### src/rtl/xout_rr_arbiter_pkg.sv
// Shared types and the rotate/priority/unrotate pick used by the arbiter.
// Latency: none (types and constant/combinational helpers only).
// Backpressure: not applicable.
package xout_arb_pkg;

  // Largest supported requester count and the index width that covers it
  localparam int MAXREQ = 16;
  localparam int MAXIDX = 4;

  // Default configuration of the block
  localparam int NREQ_DEFAULT = 4;

  typedef enum logic [0:0] {
    IDLE = 1'b0,
    OWN  = 1'b1
  } state_e;

  typedef struct packed {
    logic              found;
    logic [MAXIDX-1:0] idx;
  } pick_t;

  // Index width for n requesters; a single requester still gets one bit
  function automatic int idx_width(input int n);
    return (n > 1) ? $clog2(n) : 1;
  endfunction

  localparam int IDXW = idx_width(NREQ_DEFAULT);

  // First set request at or after ptr, wrapping modulo nreq
  function automatic pick_t rr_pick(input logic [MAXREQ-1:0] req,
                                    input logic [MAXIDX-1:0] ptr,
                                    input int nreq);
    pick_t             r;
    logic [MAXREQ-1:0] rot;
    logic [MAXIDX:0]   j;
    r.found = 1'b0;
    r.idx   = '0;
    rot     = '0;
    // Rotate so that the requester at ptr lands on bit 0
    for (int k = 0; k < MAXREQ; k++) begin
      j = {1'b0, ptr} + (MAXIDX+1)'(k);
      if (j >= (MAXIDX+1)'(nreq)) j = j - (MAXIDX+1)'(nreq);
      if (k < nreq) rot[MAXIDX'(k)] = req[j[MAXIDX-1:0]];
    end
    // Lowest set bit of the rotated vector wins; map it back to an index
    for (int k = MAXREQ-1; k >= 0; k--) begin
      if (rot[MAXIDX'(k)]) begin
        j = {1'b0, ptr} + (MAXIDX+1)'(k);
        if (j >= (MAXIDX+1)'(nreq)) j = j - (MAXIDX+1)'(nreq);
        r.found = 1'b1;
        r.idx   = j[MAXIDX-1:0];
      end
    end
    return r;
  endfunction

endpackage

### src/rtl/xout_rr_arbiter_if.sv
// Requester-side bus of the XOUT arbiter: requests, data, grant and output.
// Latency: none (wires only).
// Backpressure: requesters see GNT; non-owners simply wait.
interface xout_rr_arbiter_if #(
  parameter int NREQ  = 4,
  parameter int WIDTH = 8,
  parameter int IDXW  = 2
);
  logic [NREQ-1:0]       REQ;
  logic [NREQ*WIDTH-1:0] DIN;
  logic [NREQ-1:0]       GNT;
  logic [IDXW-1:0]       GNT_IDX;
  logic [WIDTH-1:0]      XOUT;
  logic                  XVALID;

  // Requester side drives REQ/DIN and observes the grant and output
  modport master (output REQ, DIN, input GNT, GNT_IDX, XOUT, XVALID);
  // Arbiter side
  modport slave  (input REQ, DIN, output GNT, GNT_IDX, XOUT, XVALID);
endinterface

### src/rtl/xout_rr_arbiter_pick.sv
// Round-robin pick: rotate requests to ptr, priority-encode, unrotate.
// Latency: combinational.
// Backpressure: not applicable.
module rr_priority_pick
  import xout_arb_pkg::*;
#(
  parameter int NREQ = 4,
  parameter int IDXW = 2
) (
  input  logic [NREQ-1:0] req,
  input  logic [IDXW-1:0] ptr,
  output logic            found,
  output logic [IDXW-1:0] idx
);

  pick_t pk;

  // Widen to the package's maximum size and narrow the result back
  always_comb begin
    pk    = rr_pick(MAXREQ'(req), MAXIDX'(ptr), NREQ);
    found = pk.found;
    idx   = pk.idx[IDXW-1:0];
  end

endmodule

### src/rtl/xout_rr_arbiter.sv
// Round-robin owner of the shared XOUT register; owner streams one word/cycle.
// Latency: grant 1 edge after request seen in IDLE; data 1 edge after DIN sampled.
// Backpressure: grant held until REQ drops or MAX_HOLD words, then one dead cycle.
module xout_rr_arbiter
  import xout_arb_pkg::*;
#(
  parameter int NREQ     = 4,
  parameter int WIDTH    = 8,
  parameter int MAX_HOLD = 4
) (
  input logic              CLK,
  input logic              RESET,
  xout_rr_arbiter_if.slave bus
);

  localparam int AIDXW = idx_width(NREQ);
  localparam logic [0:0] ST_IDLE = IDLE;
  localparam logic [0:0] ST_OWN  = OWN;

  logic [0:0]       state;
  logic [AIDXW-1:0] ptr;
  logic [7:0]       hcnt;

  logic             pick_found;
  logic [AIDXW-1:0] pick_idx;
  logic [AIDXW-1:0] owner;
  logic             owner_req;
  logic [WIDTH-1:0] owner_dat;
  logic [7:0]       hcnt_nxt;
  logic [AIDXW-1:0] ptr_after;

  rr_priority_pick #(.NREQ(NREQ), .IDXW(AIDXW)) u_pick (
    .req   (bus.REQ),
    .ptr   (ptr),
    .found (pick_found),
    .idx   (pick_idx)
  );

  // Only the owner's lane is selected, so other lanes cannot leak into XOUT
  always_comb begin
    owner     = bus.GNT_IDX;
    owner_req = bus.REQ[owner];
    owner_dat = '0;
    for (int i = 0; i < NREQ; i++) begin
      if (owner == AIDXW'(i)) owner_dat = bus.DIN[i*WIDTH +: WIDTH];
    end
    hcnt_nxt  = hcnt + 8'd1;
    ptr_after = (owner == AIDXW'(NREQ-1)) ? '0 : owner + 1'b1;
  end

  // Grant FSM, hold counter, rotation pointer and the XOUT register
  always_ff @(posedge CLK) begin
    if (RESET) begin
      state       <= ST_IDLE;
      ptr         <= '0;
      hcnt        <= '0;
      bus.GNT     <= '0;
      bus.GNT_IDX <= '0;
      bus.XOUT    <= '0;
      bus.XVALID  <= 1'b0;
    end else begin
      case (state)
        ST_IDLE: begin
          bus.XVALID <= 1'b0;
          if (pick_found) begin
            bus.GNT     <= NREQ'(1) << pick_idx;
            bus.GNT_IDX <= pick_idx;
            hcnt        <= '0;
            state       <= ST_OWN;
          end
        end
        ST_OWN: begin
          if (owner_req) begin
            bus.XOUT   <= owner_dat;
            bus.XVALID <= 1'b1;
            hcnt       <= hcnt_nxt;
          end else begin
            bus.XVALID <= 1'b0;
          end
          // Release on drop or on the last allowed word; that word still lands
          if (!owner_req || (hcnt_nxt == 8'(MAX_HOLD))) begin
            bus.GNT     <= '0;
            bus.GNT_IDX <= '0;
            ptr         <= ptr_after;
            state       <= ST_IDLE;
          end
        end
        default: state <= ST_IDLE;
      endcase
    end
  end

endmodule
### src/flat_wrapper.sv
// flat-port wrapper written by rule: the top's interface ports become plain ports
module xout_rr_arbiter_flat import xout_arb_pkg::*;
#(
  parameter int NREQ     = 4,
  parameter int WIDTH    = 8,
  parameter int MAX_HOLD = 4
)
  (CLK, RESET, bus_REQ, bus_DIN, bus_GNT, bus_GNT_IDX, bus_XOUT, bus_XVALID);
  xout_rr_arbiter_if #(.NREQ(NREQ), .WIDTH(WIDTH)) bus_i ();
  input logic CLK;
  input logic RESET;
  input wire logic [$bits(bus_i.REQ)-1:0] bus_REQ;
  input wire logic [$bits(bus_i.DIN)-1:0] bus_DIN;
  output wire logic [$bits(bus_i.GNT)-1:0] bus_GNT;
  output wire logic [$bits(bus_i.GNT_IDX)-1:0] bus_GNT_IDX;
  output wire logic [$bits(bus_i.XOUT)-1:0] bus_XOUT;
  output wire logic [$bits(bus_i.XVALID)-1:0] bus_XVALID;
  assign bus_i.REQ = bus_REQ;
  assign bus_i.DIN = bus_DIN;
  assign bus_GNT = bus_i.GNT;
  assign bus_GNT_IDX = bus_i.GNT_IDX;
  assign bus_XOUT = bus_i.XOUT;
  assign bus_XVALID = bus_i.XVALID;
  xout_rr_arbiter #(.NREQ(NREQ), .WIDTH(WIDTH), .MAX_HOLD(MAX_HOLD)) u_core (.CLK(CLK), .RESET(RESET), .bus(bus_i));
endmodule
### config.mk
export PLATFORM = sky130hd
export DESIGN_NAME = xout_rr_arbiter_flat
export DESIGN_NICKNAME = d
export VERILOG_FILES = /design/src/rtl/xout_rr_arbiter_pkg.sv /design/src/rtl/xout_rr_arbiter_if.sv /design/src/rtl/xout_rr_arbiter_pick.sv /design/src/rtl/xout_rr_arbiter.sv /design/src/flat_wrapper.sv
export SDC_FILE = /design/constraint.sdc
export NUM_CORES = 1
export LEC_CHECK = 0
export ABC_AREA = 0
export ABC_CLOCK_PERIOD_IN_PS = 4700
export CAP_MARGIN = 30
export CORE_MARGIN = 2
export CORE_UTILIZATION = 50
export DETAILED_ROUTE_END_ITERATION = 6
export GPL_TIMING_DRIVEN = 0
export PLACE_DENSITY = 0.94
export SYNTH_ARGS = -nofsm -noshare
export SYNTH_HDL_FRONTEND = slang
export SYNTH_HIERARCHICAL = 1
export SYNTH_SLANG_ARGS = --single-unit
### constraint.sdc
create_clock -name CLK -period 4.7 [get_ports CLK]
set_input_delay 0.705 -clock CLK [delete_from_list [all_inputs] [get_ports CLK]]
set_output_delay 0.705 -clock CLK [all_outputs]
set_load 0.01 [all_outputs]
==> results_dict.tcl, run 1 <==
set metrics [dict create \
    fin_crit_sh_pct 57.3 \
    finalHoldViolCount 0 \
    status "complete, no violations" \
    ir_worst_vdd_v 0.000165 \
    yosysSeqAreaShare_pct 30.1 \
    synthMuxAreaShare_pct 8.18 \
    worstHoldEndpoint "u_core/bus.XOUT[2]" \
    ys_seq_elements 26 \
    ctsHtreeMaxLevel 1 \
    critPathMaxStageDelay_ns 0.54 \
    synth_edf_count 0 \
    rsz0062_at_grt "no" \
    grt-ovfl-total 0 \
    cts_hold_buf 0 \
    crit_chain "inv_1 > ha_1 > mux4_2 > nand2_2 > mux2_4 > a22o_1 > nor3_1 > nor2_1 > a21oi_1" \
    die_height_microns 62.8 \
    drv_slew 0 \
    hold-worst-slack_ns 0.500 \
    chipWidth_microns 62.8 \
    p_leak_nw 0.866 \
    worst-endpoint-required_ns 4.96 \
    finalPower_uw 582 \
    ys_top_cells_by_area "dfxtp_1 30%, ha_1 6.5%, a21oi_1 4.1%" \
    dr.pass1.iters 4 \
    slew_headroom_pct 60.5 \
    yosys_warnings 6 \
    fmax_mhz 371 \
    r2r_slack_ns 2.01 \
    drc 0 \
    rr_endpoint "u_core/bus.GNT[0]" \
    yosys.area.top_type_share_pct 30.1 \
    grt_pass1_vias 1571 \
    worstSetupPathType "register to register" \
    wirelength_mm 4.30 \
    clkTransAtPathRegs_ns 0.14 \
    dieArea_sq_um 3940 \
    setup_viol 0 \
    core_sq_um 3340 \
    critical_path_arrival_ns 2.96 \
    num_io_pins 53 \
    cp-end-kind "register" \
    ys.flop_type "dfxtp_1" \
    power_density_nw_per_um2 250 \
    crit_path_start_kind "register" \
    hold_start "u_core/bus.XOUT[2]" \
    antenna_found_initial 0 \
    setup_tns_ns 0 \
    syn_area_per_cell_sq_um 8.35 \
    grt_usage_pct 22.6 \
    clockBufferDepth 2 \
    min_path_cells 2 \
    nets 311 \
    drt_iter0_drc 85 \
    wl_per_cell_microns 14.0 \
    viasPerCell 5.85 \
    ant_nets 0 \
    rows 21 \
    ys_types 46 \
    cp_max_fo 8 \
    cts_resized 0 \
    synth-compound-area-share_pct 25.9 \
    synth_largest_area_cell "dfxtp_1" \
    grt_pass1_wl_mm 7.27 \
    worstSkewPairLatency_ns 0.32 \
    cts_root_buffer "clkbuf_4" \
    path_buf_inv 1 \
    gp_congestion 0.816 \
    synthArstFlopShare_pct 0 \
    finalCriticalPeriod_ns 2.69 \
    portBuffers 52 \
    cts.sinks 26 \
    hp-class "register to register" \
    syn-num-nets 254 \
    start_util_pct 51.8 \
    synth_top_family_by_area "compound AO/OA/AOI/OAI gates" \
    synth-simple-area-share_pct 21.3 \
    reg2reg_depth 9 \
    cts_tree "built" \
    maxCapViolations 0 \
    dpl.hpwl_mm 3.24 \
    skew_ns 0.00751 \
    layout-drive-gt1-share_pct 7.25 \
    tightest_slew_ns 0.589 \
    cts_buffers 3 \
    cp_top_family "multiplexers" \
    vias 1803 \
    slowest_stage "dfxtp_1" \
    yosys.area_share.adder_pct 6.51 \
    r2r-start "u_core/ptr[0]" \
    grt_max_degree 14 \
    antenna_cells 0 \
    synthesis.instances 207 \
    post_cts_buffers 0 \
    syn_to_final_growth_pct 34.7 \
    syn-cell-area_sq_um 1730 \
    synth_xor_area_share_pct 1.01 \
]
==> worst max path at each step <==
stage | depth (start not counted) | end | slack, ns | from
after floorplan | 9 | u_core/bus.GNT[0] | 2.24 | u_core/ptr[0]
after detailed placement | 8 | u_core/bus.GNT[0] | 1.87 | bus_REQ[2]
after global routing | 9 | u_core/bus.GNT[0] | 1.81 | u_core/ptr[0]
final | 9 | u_core/bus.GNT[0] | 2.01 | u_core/ptr[0]
after CTS | 9 | u_core/bus.GNT[0] | 2.01 | u_core/ptr[0]
after global placement | 8 | u_core/bus.GNT[0] | 1.91 | bus_REQ[2]
==> cells by family after synthesis <==
group	Yosys count
AND/OR/NAND/NOR	70
AO/OA/AOI/OAI	61
buffers and inverters	27
flip-flops	26
multiplexers	11
adder cells (fa/ha/maj)	9
XOR/XNOR	2
other	1
==> cell usage in the layout, fill, tap and decap left out, types with 2 or more instances in the layout <==
master / instances
mux4_2: 2
mux2i_1: 7
clkbuf_1: 8
or3_1: 3
dfxtp_1: 26
ha_1: 9
nor2_1: 14
o21ai_0: 6
clkdlybuf4s50_1: 52
and3_1: 2
nor3_1: 11
o2111ai_1: 3
a41oi_1: 2
a211oi_1: 4
nand3b_1: 2
o311a_1: 7
a22o_1: 3
xnor2_1: 2
buf_2: 4
nand2_1: 13
a221oi_1: 7
nor2b_1: 9
o211ai_1: 4
inv_1: 12
clkbuf_4: 3
a21oi_1: 14
nor3b_1: 4
nand3_1: 5
a31oi_1: 4
o32a_1: 2
==> worst reg2reg max path: stages, from the launching register on <==
cell	delay [ns]
dfxtp_1	0.54
inv_1	0.13
ha_1	0.36
mux4_2	0.53
nand2_2	0.12
mux2_4	0.30
a22o_1	0.29
nor3_1	0.20
nor2_1	0.07
a21oi_1	0.10
==> report_power, final <==
part           switching (mW)  leakage, nW  internal (mW)
Sequential             0.0194        0.212          0.238
Clock                  0.0634       0.0138         0.0300
Combinational           0.106        0.640          0.125
Total                   0.189        0.866          0.393
==> metrics by stage <==
stage | cell area [sq um] | cells | setup WS (ns) | utilization, %
floorplan | 1730 | 207 | 2.24 | -
global placement | 2310 | 305 | 1.91 | 69.1
detailed placement | 2310 | 305 | 1.87 | 69.1
CTS | 2330 | 308 | 2.01 | 69.8
global route | 2330 | 308 | 1.81 | 69.8
finish | 2330 | 308 | 2.01 | 69.8
==> final cells by class <==
type	instances	area (sq um)
sequential	26	520
buffer	15	72.6
inverter	12	45.0
clock buffer	3	22.5
timing repair buffer	52	520
fill	266	1010
tap	46	57.6
multi-input combinational	154	1090
==> synthesized netlist by cell type (2+ instances only) <==
cell       count
dfxtp_1       26
a31oi_1        4
ha_1           9
mux4_2         2
a221oi_1       7
nor2_1        14
a211oi_1       4
o32a_1         2
inv_1         12
nor3b_1        4
and3_1         2
o21ai_0        6
xnor2_1        2
nand3_1        5
nand3b_1       2
a41oi_1        2
nor3_1        11
nand2_1       13
or3_1          3
buf_2          4
o311a_1        7
o211ai_1       4
o2111ai_1      3
mux2i_1        7
a22o_1         3
clkbuf_1       8
nor2b_1        9
a21oi_1       14
==> metal layers <==
layer  vias up  GRT usage (%)  share of wire, %
li1        878              -                 -
met1       847           29.3                45
met2        76           37.2                47
met3         2           5.23               7.5
met4         0           6.67              0.63
met5         -              0                 0
==> sequential cells by signal, indices dropped and copies added (netlist names) <==
name                flops
u_core/bus.GNT          4
u_core/bus.GNT_IDX      2
u_core/bus.XOUT         8
u_core/bus.XVALID       1
u_core/hcnt             8
u_core/ptr              2
u_core/state            1
Power figures use the tool's default switching activity.
==> run 2, diff against run 1 <==
- ABC_CLOCK_PERIOD_IN_PS: 4700 -> 2700
- CORE_UTILIZATION: 50 -> 47
- PLACE_DENSITY: 0.94 -> 0.89
- clock period: 4.7 -> 2.7 ns (I/O delays scaled with it)
==> run 2 against run 1 <==
Net effect: register-to-register slack got worse by 1.8 ns; highest routed layer unchanged; global-route usage decreased by 0.32 points; cell count increased by 0.65%; sequential share of layout area decreased by 0.20 points; worst hold slack got worse by 0.023 ns; routed wire length increased by 7.3%; maximum frequency increased by 7.4%.
==> results_dict.tcl, run 2 (synthesis results as in run 1) <==
set metrics [dict create \
    cp_top_family "multiplexers" \
    antenna_cells 0 \
    hp-class "register to register" \
    finalHoldViolCount 0 \
    chipWidth_microns 64.7 \
    rsz0062_at_grt "no" \
    met2_usage_pct 40.4 \
    start_util_pct 48.0 \
    most-common-layout-cells "52 x clkdlybuf4s50_1, 25 x dfxtp_1, 14 x a21oi_1, 14 x nor2_1, 13 x nand2_1" \
    crit_path_start_kind "register" \
    drv_slew 0 \
    layout-drive-gt1-share_pct 8.02 \
    gp_congestion 0.822 \
    dpl.hpwl_mm 3.32 \
    maxCapViolations 0 \
    critical_path_arrival_ns 2.70 \
    worstSkewPairLatency_ns 0.26 \
    largestRegisters "u_core/bus.XOUT x8, u_core/hcnt x8, u_core/bus.GNT x4" \
    power_density_nw_per_um2 456 \
    portBuffers 52 \
    cts_tree "built" \
    path_buf_inv 1 \
    critPathMaxStageDelay_ns 0.53 \
    cts_buffers 3 \
    finalCriticalPeriod_ns 2.51 \
    busiest_layer "met2" \
    drt_iter0_drc 130 \
    r2r_slack_ns 0.19 \
    cp-end-kind "register" \
    worstSetupPathType "register to register" \
    grt_pass1_vias 1696 \
    status "complete, no violations" \
    fmax_mhz 399 \
    rows 22 \
    nets 311 \
    slew_headroom_pct 58.4 \
    dr.pass1.iters 4 \
    wirelength_mm 4.61 \
    drc 0 \
    worst-endpoint-required_ns 2.90 \
    clkTransAtPathRegs_ns 0.08 \
    slowest_stage "mux4_2" \
    die_height_microns 64.7 \
    final_common_cell "clkdlybuf4s50_1" \
    p_leak_nw 0.875 \
    num_io_pins 53 \
    cts_hold_buf 0 \
    tightest_slew_ns 0.622 \
    ir_worst_vdd_v 0.000323 \
    post_cts_buffers 0 \
    postLayoutSetupSlackWorst_ns 0.191 \
    antenna_found_initial 0 \
    syn_to_final_growth_pct 36.9 \
    fin_crit_sh_pct 92.9 \
    clockBufferDepth 2 \
    cts.sinks 26 \
    grtUsageMet3_pct 2.95 \
    core_sq_um 3610 \
    ctsHtreeMaxLevel 1 \
    grt_max_degree 14 \
    skew_ns 0.00517 \
    ant_nets 0 \
    hold-worst-slack_ns 0.477 \
    dieArea_sq_um 4180 \
    setup_tns_ns 0 \
    wl_per_cell_microns 14.9 \
    dp_slack_ns 0.00243 \
    vias 1798 \
    grt_usage_pct 22.2 \
    viasPerCell 5.80 \
    grt-ovfl-total 0 \
    met1_usage_pct 27.7 \
    cp_max_fo 8 \
    grt_pass1_wl_mm 7.49 \
    cts_root_buffer "clkbuf_8" \
    crit_chain "inv_1 > ha_4 > mux4_2 > nand2_2 > mux2_4 > a22o_1 > nor3_1 > nor2_1 > a21oi_1" \
    setup_viol 0 \
]
==> run 2: layer usage <==
layer	routed length (microns)	vias to the layer above
li1	-	881
met1	1970	841
met2	2280	72
met3	320	4
met4	38	0
met5	0	-
==> run 2: worst paths after layout <==
kind                                     start           endpoint  cells past startpoint
worst max-delay path             u_core/ptr[0]  u_core/bus.GNT[0]                      9
worst min register to register  u_core/hcnt[7]     u_core/hcnt[7]                      1
worst max register to register   u_core/ptr[0]  u_core/bus.GNT[0]                      9
worst min-delay path            u_core/hcnt[7]     u_core/hcnt[7]                      1
==> run 2: metrics by stage <==
stage               cells  cell area [sq um]  power [mW]  utilization [%]
floorplan             207               1730       0.700                -
global placement      307               2310       0.851             64.1
finish                310               2370        1.08             65.6
global route          310               2370        1.14             65.6
CTS                   310               2350        1.08             65.2
detailed placement    307               2310       0.865             64.1
==> run 2: repair_timing <==
| item | in CTS | in global routing |
|---|---|---|
| gates cloned | 0 | 0 |
| gates resized for setup | 1 | 2 |
| hold endpoints to repair | 0 | 0 |
| setup endpoints to repair | 1 | 3 |
==> run 2: final cells by class <==
| class | count | area [sq um] |
|---|---|---|
| Buffer | 15 | 72.6 |
| Clock buffer | 3 | 41.3 |
| Fill cell | 299 | 1240 |
| Inverter | 12 | 45.0 |
| Multi-Input combinational cell | 154 | 1100 |
| Sequential cell | 26 | 524 |
| Tap cell | 48 | 60.1 |
| Timing Repair Buffer | 52 | 520 |
==> run 2: report_power, final <==
part	internal [mW]	switching [mW]	leakage, nW
sequential	0.415	0.0357	0.212
combinational	0.222	0.199	0.641
clock	0.0997	0.110	0.0216
total	0.736	0.344	0.875
==> run 3, diff against run 2 <==
- SKIP_LAST_GASP: not set -> 1
==> results of run 3 <==
The final DEF is identical to that of run 2; final timing and power are the same.
